<file path="src/rtl/ysyx_24110026_seq_ctrl.sv">
// Multi-cycle instruction sequencer for the RV32E NPC core: fetch/decode/exec/mem/wb
// with fetch and load/store handshakes, retire counters, ebreak halt and response timeout.
module ysyx_24110026_seq_ctrl #(
  parameter int CNT_W   = 32,
  parameter int TIMEOUT = 255
) (
  input  logic             i_clk,
  input  logic             i_rst,
  output logic             o_ifu_req,
  input  logic             i_ifu_rvalid,
  input  logic [31:0]      i_ifu_rdata,
  output logic [31:0]      o_inst_q,
  input  logic             i_dec_mem,
  input  logic             i_dec_store,
  input  logic             i_dec_wb,
  input  logic             i_dec_ebreak,
  output logic             o_lsu_req,
  output logic             o_lsu_we,
  input  logic             i_lsu_gnt,
  input  logic             i_lsu_rvalid,
  output logic             o_pc_we,
  output logic             o_rf_we,
  output logic             o_halt,
  output logic             o_err,
  output logic [2:0]       o_state,
  output logic [CNT_W-1:0] o_cycle_cnt,
  output logic [CNT_W-1:0] o_instret_cnt
);

  typedef enum logic [2:0] {
    S_IDLE = 3'd0, S_FETCH = 3'd1, S_DECODE = 3'd2, S_EXEC = 3'd3,
    S_MEM_REQ = 3'd4, S_MEM_WAIT = 3'd5, S_WB = 3'd6, S_HALT = 3'd7
  } state_t;

  state_t            r_state, w_nxt;
  logic [15:0]       r_wcnt;
  logic              r_mem, r_store, r_wb;
  logic              r_ifu_req, r_lsu_req, r_lsu_we, r_pc_we, r_rf_we, r_halt, r_err;
  logic [31:0]       r_inst_q;
  logic [CNT_W-1:0]  r_cycle_cnt, r_instret_cnt;
  logic              w_hit, w_wait, w_to;

  always_comb begin
    w_nxt  = r_state;
    w_wait = 1'b0;
    w_to   = 1'b0;
    w_hit  = (r_wcnt == 16'(TIMEOUT - 1));
    case (r_state)
      S_IDLE:   w_nxt = S_FETCH;
      S_FETCH:
        if (i_ifu_rvalid) w_nxt = S_DECODE;
        else begin
          w_wait = 1'b1;
          if (w_hit) begin w_nxt = S_HALT; w_to = 1'b1; end
        end
      S_DECODE: w_nxt = i_dec_ebreak ? S_HALT : S_EXEC;
      S_EXEC:   w_nxt = r_mem ? S_MEM_REQ : S_WB;
      S_MEM_REQ:
        if (i_lsu_gnt) w_nxt = S_MEM_WAIT;
        else begin
          w_wait = 1'b1;
          if (w_hit) begin w_nxt = S_HALT; w_to = 1'b1; end
        end
      S_MEM_WAIT:
        if (i_lsu_rvalid) w_nxt = S_WB;
        else begin
          w_wait = 1'b1;
          if (w_hit) begin w_nxt = S_HALT; w_to = 1'b1; end
        end
      S_WB:     w_nxt = S_FETCH;
      S_HALT:   w_nxt = S_HALT;
      default:  w_nxt = S_IDLE;
    endcase
  end

  // Outputs are registered from the next state so they line up with r_state.
  always_ff @(posedge i_clk) begin
    if (i_rst) begin
      r_state       <= S_IDLE;
      r_wcnt        <= '0;
      r_mem         <= 1'b0;
      r_store       <= 1'b0;
      r_wb          <= 1'b0;
      r_ifu_req     <= 1'b0;
      r_lsu_req     <= 1'b0;
      r_lsu_we      <= 1'b0;
      r_pc_we       <= 1'b0;
      r_rf_we       <= 1'b0;
      r_halt        <= 1'b0;
      r_err         <= 1'b0;
      r_inst_q      <= '0;
      r_cycle_cnt   <= '0;
      r_instret_cnt <= '0;
    end else begin
      r_state   <= w_nxt;
      r_ifu_req <= (w_nxt == S_FETCH);
      r_lsu_req <= (w_nxt == S_MEM_REQ);
      r_lsu_we  <= (w_nxt == S_MEM_REQ) && r_store;
      r_pc_we   <= (w_nxt == S_WB);
      r_rf_we   <= (w_nxt == S_WB) && r_wb && !r_store;
      r_halt    <= (w_nxt == S_HALT);
      r_err     <= r_err | w_to;
      if (r_state == S_FETCH && i_ifu_rvalid) r_inst_q <= i_ifu_rdata;
      if (r_state == S_DECODE) begin
        r_mem   <= i_dec_mem;
        r_store <= i_dec_store;
        r_wb    <= i_dec_wb;
      end
      // Not cleared between MEM_REQ and MEM_WAIT: one budget covers the whole access.
      if ((w_nxt == S_FETCH && r_state != S_FETCH) ||
          (w_nxt == S_MEM_REQ && r_state != S_MEM_REQ))
        r_wcnt <= '0;
      else if (w_wait && !w_to)
        r_wcnt <= r_wcnt + 16'd1;
      if (r_state != S_HALT) r_cycle_cnt <= r_cycle_cnt + 1'b1;
      if (r_state == S_WB) r_instret_cnt <= r_instret_cnt + 1'b1;
    end
  end

  assign o_ifu_req     = r_ifu_req;
  assign o_inst_q      = r_inst_q;
  assign o_lsu_req     = r_lsu_req;
  assign o_lsu_we      = r_lsu_we;
  assign o_pc_we       = r_pc_we;
  assign o_rf_we       = r_rf_we;
  assign o_halt        = r_halt;
  assign o_err         = r_err;
  assign o_state       = r_state;
  assign o_cycle_cnt   = r_cycle_cnt;
  assign o_instret_cnt = r_instret_cnt;

endmodule

</file>
<file path="config.mk">
export PLATFORM = sky130hd
export DESIGN_NAME = ysyx_24110026_seq_ctrl
export DESIGN_NICKNAME = d
export VERILOG_FILES = /design/src/rtl/ysyx_24110026_seq_ctrl.sv
export SDC_FILE = /design/constraint.sdc
export NUM_CORES = 1
export LEC_CHECK = 0
export ABC_AREA = 0
export CORE_AREA = 2 2 98 124
export CTS_CLUSTER_DIAMETER = 30
export DETAILED_ROUTE_END_ITERATION = 6
export DIE_AREA = 0 0 100 126
export GPL_TIMING_DRIVEN = 0
export PLACE_DENSITY = 0.78
export SYNTH_ARGS = -nofsm -noshare
export SYNTH_HDL_FRONTEND = slang
export SYNTH_SLANG_ARGS = --single-unit
</file>
<file path="constraint.sdc">
create_clock -name i_clk -period 2.4 [get_ports i_clk]
set_clock_uncertainty 0.1 [all_clocks]
set_input_delay 0.48 -clock i_clk [delete_from_list [all_inputs] [get_ports i_clk]]
set_output_delay 0.48 -clock i_clk [all_outputs]
set_load 0.01 [all_outputs]
</file>
==> tab_implementation.tex, run 1 <==
\begin{tabular}{lr}
\hline
Metric & Value \\
\hline
\multicolumn{2}{l}{\textbf{Logic synthesis}} \\
\quad Most frequent cell after synthesis & sky130\_fd\_sc\_hd\_\_dfxtp\_1 \\
\quad Top cells by count, synth & sky130\_fd\_sc\_hd\_\_dfxtp\_1, sky130\_fd\_sc\_hd\_\_nand2\_1, sky130\_fd\_sc\_hd\_\_nor2\_1 \\
\quad Sequential area share after synthesis & 0.465 \\
\quad Number of enable flip-flop cells after synthesis & 0 \\
\quad Area contributors post-synth & sky130\_fd\_sc\_hd\_\_dfxtp\_1, sky130\_fd\_sc\_hd\_\_nand2\_1, sky130\_fd\_sc\_hd\_\_nor2\_1, sky130\_fd\_sc\_hd\_\_xnor2\_1, sky130\_fd\_sc\_hd\_\_xor2\_1 \\
\quad Main synth FF type & sky130\_fd\_sc\_hd\_\_dfxtp\_1 \\
\quad Count of distinct cell types in the synthesized netlist & 45 \\
\quad Flops \& latches, synth & 125 \\
\quad Leading area contributor after synthesis & sky130\_fd\_sc\_hd\_\_dfxtp\_1 \\
\quad Share of flip-flops with an asynchronous set or reset & 0 \\
\quad Yosys warns & 0 \\
\quad Syn Std Cell Area & 5380 um\^{}2 \\
\quad Syn\_area\_per\_cell & 8.43 um\^{}2 \\
\quad Share of the synthesized area in the top cell type & 0.465 \\
\quad Post-synthesis cell count & 638 \\
\quad Mapped Nets & 683 \\
\multicolumn{2}{l}{\textbf{Placement}} \\
\quad Estimated wirelength of the detail-placed design & 10.4 mm \\
\quad Worst setup slack after placement & -277 ps \\
\quad Total of buffers placed on input and output ports & 145 \\
\quad Weighted congestion at the end of routability-driven global placement & 0.927 \\
\quad Post-Place Cells & 921 \\
\multicolumn{2}{l}{\textbf{CTS}} \\
\quad CTS clock-pin slew for the worst setup and hold paths & 50 ps \\
\quad Num CTS Buffers & 17 \\
\quad Clk buf depth & 2 \\
\quad Sink count of the clock tree & 125 \\
\quad Clock insertion delay at the later pin of the skew report & 410 ps \\
\quad TritonCTS clock tree & done \\
\quad Clock root buffer master & sky130\_fd\_sc\_hd\_\_clkbuf\_16 \\
\quad H-tree lvl count & 4 \\
\quad Count of hold-fix buffers inserted at cts & 0 \\
\multicolumn{2}{l}{\textbf{Critical path}} \\
\quad Endpoint type of the worst setup path & register \\
\quad Worst setup path class & register to register \\
\quad WP data arrival & 2530 ps \\
\quad Type of origin of the critical path & register \\
\quad Endpoint required time on the critical path & 2620 ps \\
\quad Maximum fanout along the worst path & 10 \\
\multicolumn{2}{l}{\textbf{Run status}} \\
\quad Result of the run & complete, no violations \\
\multicolumn{2}{l}{\textbf{STA}} \\
\quad Max-slew violations & 0 \\
\quad Setup-failing EPs final & 0 \\
\quad WHS & 352 ps \\
\quad Final WS setup & 96.5 ps \\
\quad Remaining max-slew budget at the tightest pin & 0.446 \\
\quad Number of hold violations in the final report & 0 \\
\quad Final Critical Period & 2300 ps \\
\quad Share of the cycle needed by the critical path after routing & 0.960 \\
\quad Maximum frequency from static timing analysis & 434 MHz \\
\quad Slew of the pin with the lowest slew margin & 825 ps \\
\multicolumn{2}{l}{\textbf{Floorplanning}} \\
\quad Site row count & 44 \\
\quad Overall die area & 12600 um\^{}2 \\
\quad Core ar. & 11500 um\^{}2 \\
\quad Number of placed I/O pins & 147 \\
\quad Horizontal extent of the die & 100 um \\
\quad Die H & 126 um \\
\quad Initial cell density of the core & 0.470 \\
\multicolumn{2}{l}{\textbf{Power and ir drop}} \\
\quad Pleak & 2.60 nW \\
\quad Worst VDD drop & 497 uV \\
\quad Total power after layout & 5.10 mW \\
\quad Total power density per cell area & 665 nW/um\^{}2 \\
\multicolumn{2}{l}{\textbf{Flow run}} \\
\quad Max-Cap Viols & 0 \\
\multicolumn{2}{l}{\textbf{Cells and area}} \\
\quad Finished Layout Cells & 955 \\
\quad Synth-to-Final Area Change & 42.6\% \\
\quad Antenna Diode Count & 0 \\
\quad Count of nets after finishing & 849 \\
\quad Fraction of layout cells with a size suffix above 1 & 0.0649 \\
\quad Layout filler cell count & 921 \\
\multicolumn{2}{l}{\textbf{Global route}} \\
\quad Vias in the first global route & 5033 \\
\quad Largest net degree at the start of global routing & 17 \\
\quad First-pass GRT wire length & 23.7 mm \\
\quad Congestion Overflow GR & 0 \\
\quad GR Util All Layers & 0.231 \\
\quad Initial antenna violation count & 0 \\
\multicolumn{2}{l}{\textbf{Drt}} \\
\quad DRT iter0 DRCs & 257 \\
\quad Via-per-instance ratio & 5.48 \\
\quad Remaining antenna violation count & 0 \\
\quad Vias after detailed routing & 5235 \\
\quad Total iterations of the first detailed-routing run & 5 \\
\quad Final wirelength & 14.8 mm \\
\quad DRC violations left & 0 \\
\quad Avg WL per Cell & 15.5 um \\
\multicolumn{2}{l}{\textbf{Min path}} \\
\quad Type of the worst min-delay path & register to register \\
\hline
\end{tabular}
-- registers in the layout, indices dropped and copies added (netlist names) --
register / cells
r_store: 1
o_lsu_req: 1
o_err: 1
o_pc_we: 1
o_state: 3
r_wcnt: 16
o_cycle_cnt: 32
r_mem: 1
o_instret_cnt: 32
o_inst_q: 32
o_rf_we: 1
r_wb: 1
o_lsu_we: 1
o_halt: 1
o_ifu_req: 1
-- power by group --
group	internal, mW	total (mW)	switching, mW
registers	2.12	2.15	0.0282
logic	0.177	0.363	0.185
clock network	1.69	2.59	0.906
total	3.98	5.10	1.12
-- layer usage --
layer / wire length, um / track usage
met3: 857 / 0.0610
met4: 306 / 0.0911
met5: 0 / 0
met2: 7620 / 0.411
met1: 6000 / 0.261
-- metrics by stage --
stage	instance area (um^2)	util	setup TNS [ps]
final	7670	0.670	0
after global routing	7670	0.670	-4.60
after CTS	7620	0.666	0
after detailed placement	7000	0.611	-4590
after global placement	7000	0.611	-2950
after floorplan	5380	-	0
-- path summary, 6_finish.rpt --
path                                endpoint          from  slack (ps)  cells past startpoint
worst min-delay path            o_inst_q[31]  o_inst_q[31]         350                      2
worst max-delay path                 o_rf_we    o_state[1]         100                      6
worst min register to register  o_inst_q[31]  o_inst_q[31]         350                      2
worst max register to register       o_rf_we    o_state[1]         100                      6
-- layout by cell type, fill, tap and decap left out, drive strengths merged, types with 4 or more instances in the layout --
master,Yosys,final
nand4b,4,4
xnor2,37,37
nor4b,5,5
nor2b,5,5
nor2,88,88
ha,4,4
or3,8,8
nand3,21,21
and2,6,6
and3,9,9
nor3b,4,4
nand4,25,25
nor3,22,22
or4,4,4
xor2,32,32
mux2i,6,6
inv,11,12
buf,6,9
o21ai,11,11
clkdlybuf4s50,0,145
nand2,93,93
and4,11,11
nor4,11,11
clkinv,0,4
clkbuf,27,48
dfxtp,125,125
a21oi,44,44
-- cells by family after synthesis --
group,count (synthesis),synth area share
and+or+nand+nor,323,0.300
DFF,125,0.465
muxes,6,0.0112
xor gates and xnor gates,69,0.112
AOI/OAI and AO/OA,67,0.0698
buffers and inverters,44,0.0316
adders and majority gates,4,0.00931
-- cell type report --
class,instances,area [um^2],share of cell area
Multi-Input combinational cell,469,2750,0.359
Sequential cell,125,2500,0.326
Timing Repair Buffer,147,1470,0.191
Clock buffer,22,464,0.0605
Tap cell,138,173,0.0225
Clock inverter,10,138,0.0180
Buffer,33,133,0.0173
Inverter,11,41.3,0.00539
-- critical path: stages (launching register included) --
cell,delay (ps)
sky130_fd_sc_hd__dfxtp_1,450
sky130_fd_sc_hd__buf_2,280
sky130_fd_sc_hd__buf_1,400
sky130_fd_sc_hd__o21ai_0,220
sky130_fd_sc_hd__a21oi_1,340
sky130_fd_sc_hd__o21ai_1,190
sky130_fd_sc_hd__nor4b_2,230
-- what timing repair did --
action                                 4_1_cts  5_1_grt
pin swaps                                    0        2
setup endpoints to repair                   22       40
gates resized for setup                      5        9
buffers inserted                             0        2
endpoints found under the hold margin        0        0
gates cloned                                 0        0
No activity file was read; power rests on OpenSTA's default activity.
==> run 2: changes to the inputs <==
--- a/config.mk
+++ b/config.mk
@@ -11,7 +11,7 @@
 export DETAILED_ROUTE_END_ITERATION = 6
 export DIE_AREA = 0 0 100 126
 export GPL_TIMING_DRIVEN = 0
-export PLACE_DENSITY = 0.78
+export PLACE_DENSITY = 0.84
 export SYNTH_ARGS = -nofsm -noshare
 export SYNTH_HDL_FRONTEND = slang
 export SYNTH_SLANG_ARGS = --single-unit
==> run 2 against run 1 <==
Effect of this change:
- setup slack worse by 39 ps
- maximum frequency is 1.6% lower
- cell count rose by 0.31%
- largest cell class unchanged
- core utilization rose by 0.83 points
- register-to-register slack got worse by 40 ps
- non-clock buffer count grew 3
- critical path type unchanged
- critical path depth is 1 lower
- via count up 1.2%
==> tab_implementation.tex, run 2 (same netlist as run 1, synthesis figures left out) <==
\begin{tabular}{lr}
\hline
Metric & Value \\
\hline
\multicolumn{2}{l}{\textbf{Floorplanning}} \\
\quad Number of placed I/O pins & 147 \\
\quad Site row count & 44 \\
\quad Horizontal extent of the die & 100 um \\
\quad Core ar. & 11500 um\^{}2 \\
\quad Overall die area & 12600 um\^{}2 \\
\quad Die H & 126 um \\
\quad Initial cell density of the core & 0.470 \\
\multicolumn{2}{l}{\textbf{Critical path}} \\
\quad Endpoint required time on the critical path & 2610 ps \\
\quad Worst reg2reg path depth & 5 \\
\quad Worst setup path class & register to register \\
\quad WP data arrival & 2560 ps \\
\quad Most used cell along the critical path & sky130\_fd\_sc\_hd\_\_nor4b\_2 \\
\quad Endpoint type of the worst setup path & register \\
\quad Cell with the largest stage delay on the worst path & sky130\_fd\_sc\_hd\_\_or4\_4 \\
\quad Critical Path, Cell by Cell & or4\_4 > nor4\_4 > nor4b\_2 > o21ai\_1 > nor4b\_2 \\
\quad Worst reg2reg startpoint & r\_wcnt[10] \\
\quad Termination of the worst setup path & o\_rf\_we \\
\quad Maximum fanout along the worst path & 5 \\
\quad R2r setup slk & 60 ps \\
\quad Largest stage delay on the critical path & 580 ps \\
\quad Type of origin of the critical path & register \\
\quad CP Launch Point & r\_wcnt[10] \\
\quad R2r endpoint & o\_rf\_we \\
\multicolumn{2}{l}{\textbf{Global route}} \\
\quad Largest net degree at the start of global routing & 17 \\
\quad GR Util All Layers & 0.241 \\
\quad Congestion Overflow GR & 0 \\
\quad Vias in the first global route & 5287 \\
\quad First-pass GRT wire length & 24.6 mm \\
\quad Initial antenna violation count & 0 \\
\multicolumn{2}{l}{\textbf{Run status}} \\
\quad Result of the run & complete, no violations \\
\multicolumn{2}{l}{\textbf{Min path}} \\
\quad Type of the worst min-delay path & register to register \\
\quad Hold Path Origin & o\_inst\_q[18] \\
\multicolumn{2}{l}{\textbf{Cells and area}} \\
\quad Count of nets after finishing & 852 \\
\quad Fraction of layout cells with a size suffix above 1 & 0.0720 \\
\quad Finished Layout Cells & 958 \\
\quad Most common library cell in the layout ignoring fill and taps & sky130\_fd\_sc\_hd\_\_clkdlybuf4s50\_1 \\
\quad Synth-to-Final Area Change & 44.3\% \\
\quad Antenna Diode Count & 0 \\
\quad Commonest cells after routing, fill and taps aside & sky130\_fd\_sc\_hd\_\_clkdlybuf4s50\_1, sky130\_fd\_sc\_hd\_\_dfxtp\_1, sky130\_fd\_sc\_hd\_\_nand2\_1 \\
\multicolumn{2}{l}{\textbf{CTS}} \\
\quad Clock root buffer master & sky130\_fd\_sc\_hd\_\_clkbuf\_16 \\
\quad CTS clock-pin slew for the worst setup and hold paths & 60 ps \\
\quad TritonCTS clock tree & done \\
\quad Count of hold-fix buffers inserted at cts & 0 \\
\quad Clk buf depth & 2 \\
\quad Clock insertion delay at the later pin of the skew report & 410 ps \\
\quad Sink count of the clock tree & 125 \\
\quad H-tree lvl count & 4 \\
\quad Num CTS Buffers & 17 \\
\multicolumn{2}{l}{\textbf{Placement}} \\
\quad Weighted congestion at the end of routability-driven global placement & 0.921 \\
\quad Post-Place Cells & 921 \\
\quad Total of buffers placed on input and output ports & 145 \\
\quad Estimated wirelength of the detail-placed design & 10.4 mm \\
\multicolumn{2}{l}{\textbf{STA}} \\
\quad Setup-failing EPs final & 0 \\
\quad Final Critical Period & 2340 ps \\
\quad Share of the cycle needed by the critical path after routing & 0.976 \\
\quad Max-slew violations & 0 \\
\quad Slew of the pin with the lowest slew margin & 856 ps \\
\quad Remaining max-slew budget at the tightest pin & 0.425 \\
\quad Number of hold violations in the final report & 0 \\
\quad Maximum frequency from static timing analysis & 427 MHz \\
\multicolumn{2}{l}{\textbf{Drt}} \\
\quad Final wirelength & 15.2 mm \\
\quad Remaining antenna violation count & 0 \\
\quad Total iterations of the first detailed-routing run & 5 \\
\quad DRT iter0 DRCs & 216 \\
\quad Via-per-instance ratio & 5.53 \\
\quad Avg WL per Cell & 15.9 um \\
\quad DRC violations left & 0 \\
\quad Vias after detailed routing & 5299 \\
\multicolumn{2}{l}{\textbf{Power and ir drop}} \\
\quad Total power after layout & 5.40 mW \\
\quad Pleak & 2.66 nW \\
\quad Worst VDD drop & 609 uV \\
\quad Total power density per cell area & 695 nW/um\^{}2 \\
\multicolumn{2}{l}{\textbf{Flow run}} \\
\quad Max-Cap Viols & 0 \\
\hline
\end{tabular}
[run 2: worst max-delay path, delay by kind of cell (launching register included)]
family	cells	cell delay [ps]
AO/OA/AOI/OAI	1	180
flip-flops	1	360
AND/OR/NAND/NOR	4	1610
[run 2: worst min path at each step]
stage                   end  slack [ps]  cells past startpoint
2_1_floorplan       o_rf_we         330                      1
3_3_place_gp   o_inst_q[31]         340                      2
3_5_place_dp    o_inst_q[3]         350                      2
4_1_cts         o_inst_q[3]         360                      2
5_1_grt        o_inst_q[11]         380                      2
6_report       o_inst_q[18]         350                      2
[run 2: where the power goes]
group | total (mW) | switching, mW | internal, mW
clock | 2.89 | 0.994 | 1.90
sequential | 2.14 | 0.0284 | 2.12
combinational | 0.364 | 0.186 | 0.178
[run 2: metal layers]
metal | global-route usage | routed length, um | vias up
met2 | 0.438 | 7980 | 209
met1 | 0.267 | 5930 | 2526
met5 | 0 | 0 | -
met4 | 0.102 | 311 | 0
met3 | 0.0549 | 991 | 34
li1 | - | - | 2530
[run 2: metrics by stage]
| stage | utilization | cell area, um^2 | setup TNS [ps] | hold WS, ps | setup WS, ps |
|---|---|---|---|---|---|
| detailed placement | 0.611 | 7000 | -4330 | 348 | -307 |
| floorplan | - | 5380 | 0 | 331 | 376 |
| global placement | 0.611 | 7000 | -2490 | 341 | -240 |
| finish | 0.678 | 7760 | 0 | 354 | 57.9 |
| global route | 0.678 | 7760 | -10.9 | 383 | -10.9 |
| CTS | 0.673 | 7700 | 0 | 356 | 1.82 |
[run 2: area by class of cell]
class / count / area [um^2]
fillers: 876 / 3690
multi-input cells: 469 / 2750
flip-flops and latches: 125 / 2500
repair buffers: 150 / 1490
clock buffers: 18 / 439
clock inverters: 14 / 231
well taps: 138 / 173
plain buffers: 33 / 134
inverters: 11 / 41.3
[run 2: what timing repair did]
| item | CTS | global route |
|---|---|---|
| hold endpoints to repair | 0 | 0 |
| pin swaps | 1 | 1 |
| setup endpoints to repair | 23 | 31 |
| buffers inserted | 2 | 3 |
| resized for setup | 4 | 10 |
==> run 3: changes to the inputs <==
--- a/config.mk
+++ b/config.mk
@@ -11,6 +11,7 @@
 export DETAILED_ROUTE_END_ITERATION = 6
 export DIE_AREA = 0 0 100 126
 export GPL_TIMING_DRIVEN = 0
+export MAX_ROUTING_LAYER = met4
 export PLACE_DENSITY = 0.84
 export SYNTH_ARGS = -nofsm -noshare
 export SYNTH_HDL_FRONTEND = slang
==> run 3 against run 2 <==
Effect of this change:
- total power decreased by 3.9%
- global-route usage about the same
- final area fell by 1.0%
- worst hold slack worse by 2.2 ps
- critical path type unchanged
- largest cell class unchanged
- first-iteration DRC count is 24% higher
- non-clock buffer count is 1 lower
- sequential share of layout area increased by 0.33 points
- core utilization shrank 0.68 points
- count of clock-buffer cells in the layout is the same
- maximum frequency down 1.2%
- register-to-register slack worse by 30 ps
==> tab_implementation.tex, run 3 (same netlist as run 1, synthesis figures left out) <==
\begin{tabular}{lr}
\hline
Metric & Value \\
\hline
\multicolumn{2}{l}{\textbf{Run status}} \\
\quad Result of the run & complete, no violations \\
\multicolumn{2}{l}{\textbf{Drt}} \\
\quad Via-per-instance ratio & 5.38 \\
\quad DRT iter0 DRCs & 268 \\
\quad Total iterations of the first detailed-routing run & 4 \\
\quad Vias after detailed routing & 5144 \\
\quad Remaining antenna violation count & 0 \\
\quad DRC violations left & 0 \\
\quad Avg WL per Cell & 15.2 um \\
\quad Final wirelength & 14.6 mm \\
\multicolumn{2}{l}{\textbf{Global route}} \\
\quad Vias in the first global route & 5205 \\
\quad Initial antenna violation count & 0 \\
\quad First-pass GRT wire length & 23.8 mm \\
\quad GR Util All Layers & 0.241 \\
\quad Largest net degree at the start of global routing & 17 \\
\quad Congestion Overflow GR & 0 \\
\multicolumn{2}{l}{\textbf{STA}} \\
\quad Final WS setup & 28.9 ps \\
\quad Remaining max-slew budget at the tightest pin & 0.518 \\
\quad Number of hold violations in the final report & 0 \\
\quad Maximum frequency from static timing analysis & 422 MHz \\
\quad WHS & 352 ps \\
\quad Summed negative setup slack over all endpoints & 0 ps \\
\quad Final Critical Period & 2370 ps \\
\quad Max-slew violations & 0 \\
\quad Slew of the pin with the lowest slew margin & 718 ps \\
\quad Share of the cycle needed by the critical path after routing & 0.988 \\
\quad Setup-failing EPs final & 0 \\
\multicolumn{2}{l}{\textbf{Critical path}} \\
\quad CP Launch Point & o\_state[1] \\
\quad WP data arrival & 2600 ps \\
\quad Top cell family by delay on the critical path & compound AO/OA/AOI/OAI gates \\
\quad R2r setup slk & 30 ps \\
\quad Worst setup path class & register to register \\
\quad Worst reg2reg startpoint & o\_state[1] \\
\quad Cell with the largest stage delay on the worst path & sky130\_fd\_sc\_hd\_\_o32ai\_1 \\
\quad Maximum fanout along the worst path & 10 \\
\quad Worst reg2reg path depth & 6 \\
\quad Stages on the worst setup path & 6 \\
\quad Largest stage delay on the critical path & 530 ps \\
\quad Termination of the worst setup path & o\_rf\_we \\
\quad Critical Path, Cell by Cell & buf\_2 > nor2\_1 > o32a\_1 > o32ai\_1 > o21ai\_1 > nor4b\_2 \\
\quad Endpoint required time on the critical path & 2630 ps \\
\quad Buffers plus inverters on the worst setup path & 1 \\
\quad R2r endpoint & o\_rf\_we \\
\quad Endpoint type of the worst setup path & register \\
\quad Type of origin of the critical path & register \\
\multicolumn{2}{l}{\textbf{Power and ir drop}} \\
\quad Worst VDD drop & 492 uV \\
\quad Net Switching & 1.21 mW \\
\quad Pleak & 2.61 nW \\
\quad Clock share of power & 0.517 \\
\quad Total power density per cell area & 675 nW/um\^{}2 \\
\quad Internal power summed over all cells & 3.98 mW \\
\quad Sw Ratio & 0.234 \\
\quad Total power after layout & 5.19 mW \\
\quad Share of total power in sequential cells & 0.413 \\
\quad Fraction of power consumed by combinational cells & 0.070 \\
\multicolumn{2}{l}{\textbf{Cells and area}} \\
\quad Most common library cell in the layout ignoring fill and taps & sky130\_fd\_sc\_hd\_\_clkdlybuf4s50\_1 \\
\quad Synth-to-Final Area Change & 42.9\% \\
\quad Antenna Diode Count & 0 \\
\quad Post-layout utilization of the core & 0.671 \\
\quad Total area of multi-input combinational cells & 2730 um\^{}2 \\
\quad Sequential cell area & 2500 um\^{}2 \\
\quad Finished Layout Cells & 957 \\
\quad Fraction of layout cells with a size suffix above 1 & 0.0672 \\
\quad Commonest cells after routing, fill and taps aside & sky130\_fd\_sc\_hd\_\_clkdlybuf4s50\_1, sky130\_fd\_sc\_hd\_\_dfxtp\_1, sky130\_fd\_sc\_hd\_\_nand2\_1 \\
\quad Count of nets after finishing & 851 \\
\quad Cell area after layout & 7680 um\^{}2 \\
\quad Layout filler cell count & 905 \\
\multicolumn{2}{l}{\textbf{Min path}} \\
\quad Type of the worst min-delay path & register to register \\
\quad Worst hold path depth & 1 \\
\multicolumn{2}{l}{\textbf{Floorplanning}} \\
\quad Overall die area & 12600 um\^{}2 \\
\quad Site row count & 44 \\
\quad Core ar. & 11500 um\^{}2 \\
\quad Number of placed I/O pins & 147 \\
\quad Horizontal extent of the die & 100 um \\
\quad Die H & 126 um \\
\quad Initial cell density of the core & 0.470 \\
\multicolumn{2}{l}{\textbf{Placement}} \\
\quad Instance area at placement & 7000 um\^{}2 \\
\quad Post-Place Cells & 921 \\
\quad Total of buffers placed on input and output ports & 145 \\
\quad Estimated wirelength of the detail-placed design & 10.5 mm \\
\quad Worst setup slack after placement & -282 ps \\
\quad Weighted congestion at the end of routability-driven global placement & 0.928 \\
\multicolumn{2}{l}{\textbf{CTS}} \\
\quad Clock insertion delay at the later pin of the skew report & 410 ps \\
\quad CTS clock-pin slew for the worst setup and hold paths & 60 ps \\
\quad Clk buf depth & 2 \\
\quad TritonCTS clock tree & done \\
\quad Count of hold-fix buffers inserted at cts & 0 \\
\quad Sink count of the clock tree & 125 \\
\quad Num CTS Buffers & 17 \\
\quad H-tree lvl count & 4 \\
\quad Clock root buffer master & sky130\_fd\_sc\_hd\_\_clkbuf\_16 \\
\multicolumn{2}{l}{\textbf{Flow run}} \\
\quad Max-Cap Viols & 0 \\
\hline
\end{tabular}
[run 3: timing repair]
action	CTS	global route
pin swaps	0	2
gates resized for setup	3	6
setup endpoints to repair	20	42
buffers inserted	0	4
endpoints found under the hold margin	0	0
[run 3: how the worst min path moves through the flow]
stage | end | from
2_1_floorplan | o_rf_we | r_store
3_3_place_gp | o_inst_q[31] | o_inst_q[31]
3_5_place_dp | o_inst_q[18] | o_inst_q[18]
4_1_cts | o_inst_q[18] | o_inst_q[18]
5_1_grt | o_inst_q[4] | o_inst_q[4]
6_report | o_rf_we | r_store
[run 3: routing by layer]
layer,global-route usage,up-vias,share of wire
li1,-,2519,-
met1,0.263,2432,0.40
met2,0.415,161,0.52
met3,0.0627,32,0.055
met4,0.0983,0,0.024
met5,-,-,0
[run 3: power by group through the flow]
stage	sequential (mW)	clock, mW	combinational, mW
4_1_cts	2.14	2.70	0.360
6_report	2.14	2.68	0.361
2_1_floorplan	2.20	0	0.147
5_1_grt	2.15	2.81	0.393
3_5_place_dp	2.19	0	0.357
3_3_place_gp	2.19	0	0.347
[run 3: worst register-to-register path, cell delays in order (launching register included)]
cell and delay (ps):
sky130_fd_sc_hd__dfxtp_1 470, sky130_fd_sc_hd__buf_2 310, sky130_fd_sc_hd__nor2_1 90, sky130_fd_sc_hd__o32a_1 300
sky130_fd_sc_hd__o32ai_1 530, sky130_fd_sc_hd__o21ai_1 260, sky130_fd_sc_hd__nor4b_2 240
[run 3: cell type report]
cell class              count  share of cell area
repair buffers            149               0.193
inverters                  11             0.00537
multi-input cells         469               0.356
flip-flops and latches    125               0.326
clock buffers              18              0.0571
plain buffers              33              0.0173
clock inverters            14              0.0236
well taps                 138              0.0225
